--- src/rtl/cpu_types_pkg.sv ---
// Shared CPU types: word type, EX-stage branch/jump encodings and the fetch FSM state.
package cpu_types_pkg;

  typedef logic [31:0] word_t;

  typedef enum logic [1:0] {
    BR_NONE = 2'b00,
    BR_BEQ  = 2'b01,
    BR_BNE  = 2'b10,
    BR_RSVD = 2'b11
  } branch_t;

  typedef enum logic [1:0] {
    JMP_NONE = 2'b00,
    JMP_J    = 2'b01,
    JMP_JR   = 2'b10,
    JMP_RSVD = 2'b11
  } jump_t;

  typedef enum logic [1:0] {
    RUN    = 2'b00,
    WAIT   = 2'b01,
    HALTED = 2'b10
  } fetch_state_t;

  localparam word_t PC_STEP = 32'd4;

endpackage

--- src/rtl/if_id_latch.sv ---
// IF/ID pipeline register: one-cycle capture when en; flush zeroes it and wins over en.
// Holds its contents whenever en is low, which is how stalls are applied.
module if_id_latch
  import cpu_types_pkg::*;
(
  input  logic  CLK,
  input  logic  nRST,
  input  logic  en,
  input  logic  flush,
  input  word_t instr_in,
  input  word_t npc_in,
  input  logic  valid_in,
  output word_t instr_out,
  output word_t npc_out,
  output logic  valid_out
);

  always_ff @(posedge CLK or negedge nRST) begin
    if (!nRST) begin
      instr_out <= '0;
      npc_out   <= '0;
      valid_out <= 1'b0;
    end else if (flush) begin
      instr_out <= '0;
      npc_out   <= '0;
      valid_out <= 1'b0;
    end else if (en) begin
      instr_out <= instr_in;
      npc_out   <= npc_in;
      valid_out <= valid_in;
    end
  end

endmodule

--- src/rtl/fetch_unit.sv ---
// Instruction fetch: PC register, redirect resolution and IF/ID latch; instr valid one edge after ihit.
// Backpressure: stall or a missing ihit holds PC and latch; redirects still apply; halt stops fetching until reset.
module fetch_unit
  import cpu_types_pkg::*;
#(
  parameter word_t PC_INIT = 32'h0000_0000
)
(
  input  logic        CLK,
  input  logic        nRST,
  input  logic        ihit,
  input  word_t       iload,
  output logic        imemREN,
  output word_t       imemaddr,
  input  logic        stall,
  input  logic        halt,
  input  logic [1:0]  ex_branch,
  input  logic [1:0]  ex_jump,
  input  logic        ex_zero,
  input  word_t       ex_npc,
  input  word_t       ex_imm,
  input  logic [25:0] ex_jaddr,
  input  word_t       ex_rs,
  output word_t       instr,
  output word_t       npc,
  output logic        ivalid
);

  fetch_state_t state, next_state;
  word_t        pc, pc_next, pc_plus4, branch_tgt, target;
  logic         redirect, lat_en, lat_flush;

  assign pc_plus4   = pc + PC_STEP;
  assign branch_tgt = ex_npc + (ex_imm << 2);

  // Jumps are decoded first so they override any branch outcome.
  always_comb begin
    redirect = 1'b0;
    target   = branch_tgt;
    case (jump_t'(ex_jump))
      JMP_J: begin
        redirect = 1'b1;
        target   = {ex_npc[31:28], ex_jaddr, 2'b00};
      end
      JMP_JR: begin
        redirect = 1'b1;
        target   = ex_rs;
      end
      default: begin
        case (branch_t'(ex_branch))
          BR_BEQ:  redirect = ex_zero;
          BR_BNE:  redirect = !ex_zero;
          default: redirect = 1'b0;
        endcase
      end
    endcase
  end

  always_ff @(posedge CLK or negedge nRST) begin
    if (!nRST) begin
      state <= RUN;
      pc    <= PC_INIT;
    end else begin
      state <= next_state;
      pc    <= pc_next;
    end
  end

  always_comb begin
    next_state = state;
    pc_next    = pc;
    lat_en     = 1'b0;
    lat_flush  = 1'b0;
    case (state)
      RUN, WAIT: begin
        if (halt) begin
          next_state = HALTED;
          lat_flush  = 1'b1;
        end else begin
          next_state = ihit ? RUN : WAIT;
          if (redirect) begin
            // Fetched word (if any) belongs to the wrong path; drop it.
            pc_next   = target & 32'hFFFF_FFFC;
            lat_flush = 1'b1;
          end else if (ihit && !stall) begin
            pc_next = pc_plus4;
            lat_en  = 1'b1;
          end
        end
      end
      default: begin
        next_state = HALTED;
        lat_flush  = 1'b1;
      end
    endcase
  end

  assign imemREN  = (state != HALTED);
  assign imemaddr = pc;

  if_id_latch u_if_id (
    .CLK       (CLK),
    .nRST      (nRST),
    .en        (lat_en),
    .flush     (lat_flush),
    .instr_in  (iload),
    .npc_in    (pc_plus4),
    .valid_in  (1'b1),
    .instr_out (instr),
    .npc_out   (npc),
    .valid_out (ivalid)
  );

endmodule

--- config.mk ---
export PLATFORM = sky130hd
export DESIGN_NAME = fetch_unit
export DESIGN_NICKNAME = d
export VERILOG_FILES = /design/src/rtl/cpu_types_pkg.sv /design/src/rtl/if_id_latch.sv /design/src/rtl/fetch_unit.sv
export SDC_FILE = /design/constraint.sdc
export NUM_CORES = 1
export LEC_CHECK = 0
export ABC_AREA = 0
export CORE_ASPECT_RATIO = 0.9
export CORE_MARGIN = 2
export CORE_UTILIZATION = 45
export DETAILED_ROUTE_END_ITERATION = 6
export GPL_TIMING_DRIVEN = 1
export PLACE_DENSITY_LB_ADDON = 0.15
export SKIP_CTS_REPAIR_TIMING = 1
export SKIP_LAST_GASP = 1
export SYNTH_ARGS = -nofsm -noshare
export SYNTH_HDL_FRONTEND = slang
export SYNTH_SLANG_ARGS = --single-unit
export TNS_END_PERCENT = 5
--- constraint.sdc ---
create_clock -name CLK -period 2.6 [get_ports CLK]
set_input_delay 0.78 -clock CLK [delete_from_list [all_inputs] [get_ports CLK]]
set_output_delay 0.78 -clock CLK [all_outputs]
set_load 0.02 [all_outputs]
After elaboration in Yosys (flattened, before gate mapping)
Index checks and enable logic that the tools add are counted.

word-level totals
  logic and storage cells = 44
  input port bits = 164
  register bits after elaboration = 99
  output and inout bits = 98

operators by class
  reduce and logical (&&, ||, !) cells = 9
  muxes and demuxes = 21
  bitwise operators = 1
  equal/unequal tests = 6
  $add $sub $neg = 2

operator list
  cell                     count
  $mux W32                 6
  $pmux W32 S2             1
  $add A32 B3 Y32 const B  1
  $add A32 B32 Y32         1
  $mux W1                  11
  $eq A2 B1 Y1 const B     3
  $eq A2 B2 Y1 const B     2
  $mux W2                  2
  $reduce_bool A2 Y1       2
  $reduce_or A2 Y1         2
  $reduce_and A3 Y1        1
  $logic_not A1 Y1         2
  $logic_not A2 Y1         1
  $ne A2 B2 Y1 const B     1
  $pmux W1 S2              1
  $logic_and A1 B1 Y1      1
  $not A1 Y1               1

Longest topological paths before layout
  depth in word-level cells = 8
  depth in mapped cells = 12
  depth with buffers taken out = 9

Cells and area by module
From an unflattened synthesis, not the netlist that was laid out.

unflattened totals
  cells, all modules = 769
  area, all modules = 6961.7 um^2

by module, submodules not included
  module       cells each  sequential area each (um^2)  area an instance (um^2)  instances
  fetch_unit   560         800.8                        4294.1                   1
  if_id_latch  209         1626.6                       2667.6                   1

Worst setup path after synthesis
Ideal clock, no wire load.

  kind = input to register
  from = input port ex_npc[2]
  to = register pc[26], in the netlist imemaddr[26]
  buffers on the path = 0
  required time = 2523 ps
  stages = 9
  library setup time = 77 ps
  arrival = 2858 ps
  slack = -336 ps
  cell sequence = ha_1 > fa_1 > a211oi_1 > o21bai_1 > o21ai_1 > a211oi_1 > o31a_1 > or3_1 > a21oi_1

between the ends
  cells in the longest elaborated chain, start to end = 3

RTL lines
  item                  RTL line          text
  start, declared       fetch_unit.sv:20  input word_t ex_npc,
  $add A32 B32 Y32      fetch_unit.sv:34  assign branch_tgt = ex_npc + (ex_imm << 2);
  $pmux W32 S2          fetch_unit.sv:40  case (jump_t'(ex_jump))
  $mux W32              fetch_unit.sv:81  if (redirect) begin
  end signal, assigned  fetch_unit.sv:65  pc <= pc_next;
  end, declared         fetch_unit.sv:30  word_t pc, pc_next, pc_plus4, branch_tgt, target;

No other way between the ends.
A chain may end at the register's enable or synchronous reset.

Worst setup path in the final report
  from = input port ex_imm[0]
  to = register pc[26], in the netlist imemaddr[26]

between the ends
  cells in the longest elaborated chain, start to end = 3

RTL lines
  item              RTL line          text
  start, declared   fetch_unit.sv:21  input word_t ex_imm,
  $add A32 B32 Y32  fetch_unit.sv:34
  $pmux W32 S2      fetch_unit.sv:40
  $mux W32          fetch_unit.sv:81

No other way between the ends.

==> results.cfg <==
[worst_setup_path]
crit_chain = buf_8 -> ha_4 -> fa_2 -> a211oi_2 -> o21bai_1 -> o21ai_2 -> buf_6 -> a211oi_4 -> o31a_1 -> or3_1 -> a21oi_1
criticalPathCategory = input port to register
cp_max_fo = 3
slowest_delay_ps = 350
critical_path_arrival_ps = 2970
cp-end-kind = register
cp_data_required_time_ps = 2870
cp_num_buf_inv = 2
crit_family = compound AO/OA/AOI/OAI gates
cp-start-kind = input port
cp_slowest_cell = fa_2

[die]
ioPinCount = 262
die_area_um2 = 15600
die_height_um = 119
fp.dieW_um = 132
rows = 41
initial_core_util = 0.466
core_area_um2 = 14200

[place]
placed_area_um2 = 10600
dp_hpwl_um = 19100
gp_congestion = 0.947
placed_cells = 1309
dp_slack_ps = -746
port_buffers = 251

[logic_synthesis]
synth_cell_types = 77
synthArstFlopShare = 1.00
syn_area_per_cell_um2 = 8.76
synthTopCellsByArea = dfrtp_1 (36%), ha_1 (6.1%), a22o_1 (5.0%)
synth_top_area_frac = 0.360
synth_ff_type = dfrtp_1
ys_warn_count = 0
synth_edf_count = 0
netlist_area_um2 = 6600
synth_top_area_cell = dfrtp_1
synth-seq-cells = 95
ys_seq_area_frac = 0.360
yosysMostFrequentCell = dfrtp_1
netlist_instances = 753
synth_common_cells = dfrtp_1 (95), nand2_1 (80), o21ai_0 (58), a21oi_1 (49), nor2_1 (49)

[pwr]
p_leak_nw = 5.23
combPwrFrac = 0.389
seqPwrFrac = 0.337
internal-power_mw = 3.34
pwr-share-clk = 0.274
p_sw_frac = 0.331
peakVddDrop_mv = 0.282
p_sw_mw = 1.65
powerDensity_nw_per_um2 = 428
p_total_mw = 4.99

[routing]
drt-initial-drc-count = 593
met3_length_um = 2210
top_layer = met4
met2_length_um = 12300
via_per_inst = 5.92
totalWireLength_um = 26400
vias = 7951
ant_nets = 0
m1WireLength_um = 11200
dr.pass1.iters = 5
drc = 0
avgRoutedWirePerCell_um = 19.6

[timing]
fmax_mhz = 370
timing.final.crit_period_ps = 2700
fin_skew_ps = 6.55
relSlewSlack = 0.591
setup_violations = 6
setup_ws_ps = -104
finalHoldViolCount = 0
rsz0062_at_grt = true
worst_pin_slew_ps = 609
drv_slew = 0
post-route-period-util = 1.04

[hold_path]
hold_path_class = input port to async pin

[cells_and_area]
post-route-util = 0.823
drive_gt1_frac = 0.250
area_growth_pct = 76.6
nets = 1341
design_area_um2 = 11600
layout.cells.non_filler = 1342
antenna_cells = 0

[flow_run]
cap_violations = 0

[global_route]
grt_pass1_wl_um = 38400
antenna_found_initial = 0
grt_pass1_vias = 7418
grt_use_total = 0.304
grt_max_degree = 96
overflow = 0

[clock_network]
cts_sinks = 95
cts_buffer_depth = 2
clockRootBuffer = clkbuf_16
cts.clk_slew.worst_paths_ps = 70
htreeDepth = 3
numCtsBuffers = 9
cts_tree = yes
clock_latency_ps = 350

[run_status]
violations = setup timing
outcome = complete, but fails checks
## cells by family after synthesis
family                   share of synthesized area
multiplexers                                0.0112
other                                     0.000568
AO/OA/AOI/OAI                                0.294
flip-flops                                   0.360
buffers and inverters                       0.0393
AND/OR/NAND/NOR                              0.166
adder cells (fa/ha/maj)                     0.0637
XOR/XNOR                                    0.0651
## sequential cells by signal, summed over array words and instances, names as in the netlist
name and flops:
imemaddr 30, state 2, u_if_id.instr_out 32, u_if_id.npc_out 30, u_if_id.valid_out 1
## placed cells by master (no fill, tap or decap), types with 5 or more instances in the layout
cell type / synthesis / routed
a211oi_1: 14 / 8
a21o_1: 10 / 10
a21oi_1: 49 / 34
a21oi_2: 0 / 9
a21oi_4: 1 / 7
a221oi_1: 16 / 15
a22o_1: 38 / 38
a22oi_1: 15 / 15
buf_12: 0 / 6
buf_4: 4 / 158
buf_6: 1 / 7
clkbuf_16: 0 / 9
clkdlybuf4s50_1: 0 / 194
dfrtp_1: 95 / 95
dlymetal6s2s_1: 0 / 52
ha_4: 0 / 26
inv_1: 15 / 13
nand2_1: 80 / 77
nand2b_1: 5 / 5
nand3_1: 15 / 14
nand4_1: 16 / 16
nor2_1: 49 / 46
nor2b_1: 5 / 5
nor3_1: 19 / 17
o211ai_1: 5 / 5
o21a_1: 5 / 5
o21ai_0: 58 / 46
o21ai_1: 16 / 21
o21ai_2: 1 / 5
o21bai_1: 5 / 5
o22ai_1: 10 / 10
or3_1: 9 / 8
xnor2_1: 18 / 18
xor2_1: 31 / 31
## path summary, 6_finish.rpt
path | startpoint | to | slack, ps | cells after the start
worst max-delay path | ex_imm[0] | imemaddr[26]$_DFFE_PN0P_ | -100 | 11
worst min-delay path | nRST | u_if_id.instr_out[27]$_DFFE_PN0P_ | 470 | 2
worst max register to register | imemaddr[2]$_DFFE_PN0P_ | imemaddr[23]$_DFFE_PN0P_ | 60 | 8
worst min register to register | u_if_id.npc_out[24]$_DFFE_PN0P_ | u_if_id.npc_out[24]$_DFFE_PN0P_ | 480 | 2
max in group asynchronous | nRST | imemaddr[22]$_DFFE_PN0P_ | 1740 | 2
min in group CLK | u_if_id.npc_out[24]$_DFFE_PN0P_ | u_if_id.npc_out[24]$_DFFE_PN0P_ | 480 | 2
## power groups by stage
stage,combinational (mW),sequential [mW],clock [mW]
4_1_cts,1.74,1.68,1.38
3_5_place_dp,1.73,1.70,0
2_1_floorplan,0.707,1.80,0
6_report,1.94,1.68,1.37
5_1_grt,2.06,1.69,1.44
3_3_place_gp,1.70,1.70,0
## cell type report
type / instances / area [µm²]
Tap cell: 193 / 241
Clock buffer: 11 / 243
Inverter: 17 / 63.8
Fill cell: 886 / 2510
Clock inverter: 5 / 63.8
Timing Repair Buffer: 422 / 4020
Multi-Input combinational cell: 599 / 4630
Sequential cell: 95 / 2380
## through the flow
step                      setup TNS [ps]  hold slack [ps]
after floorplan                    -3020              484
final                               -249              470
after CTS                         -12820              484
after detailed placement          -45090              469
after global placement            -43750              462
after global routing                -837              505
## layer usage
| layer | vias up | global-route usage |
|---|---|---|
| met4 | 0 | 0.109 |
| li1 | 3630 | - |
| met3 | 69 | 0.0536 |
| met5 | - | 0 |
| met1 | 3793 | 0.421 |
| met2 | 459 | 0.481 |
Power figures use the tool's default switching activity.
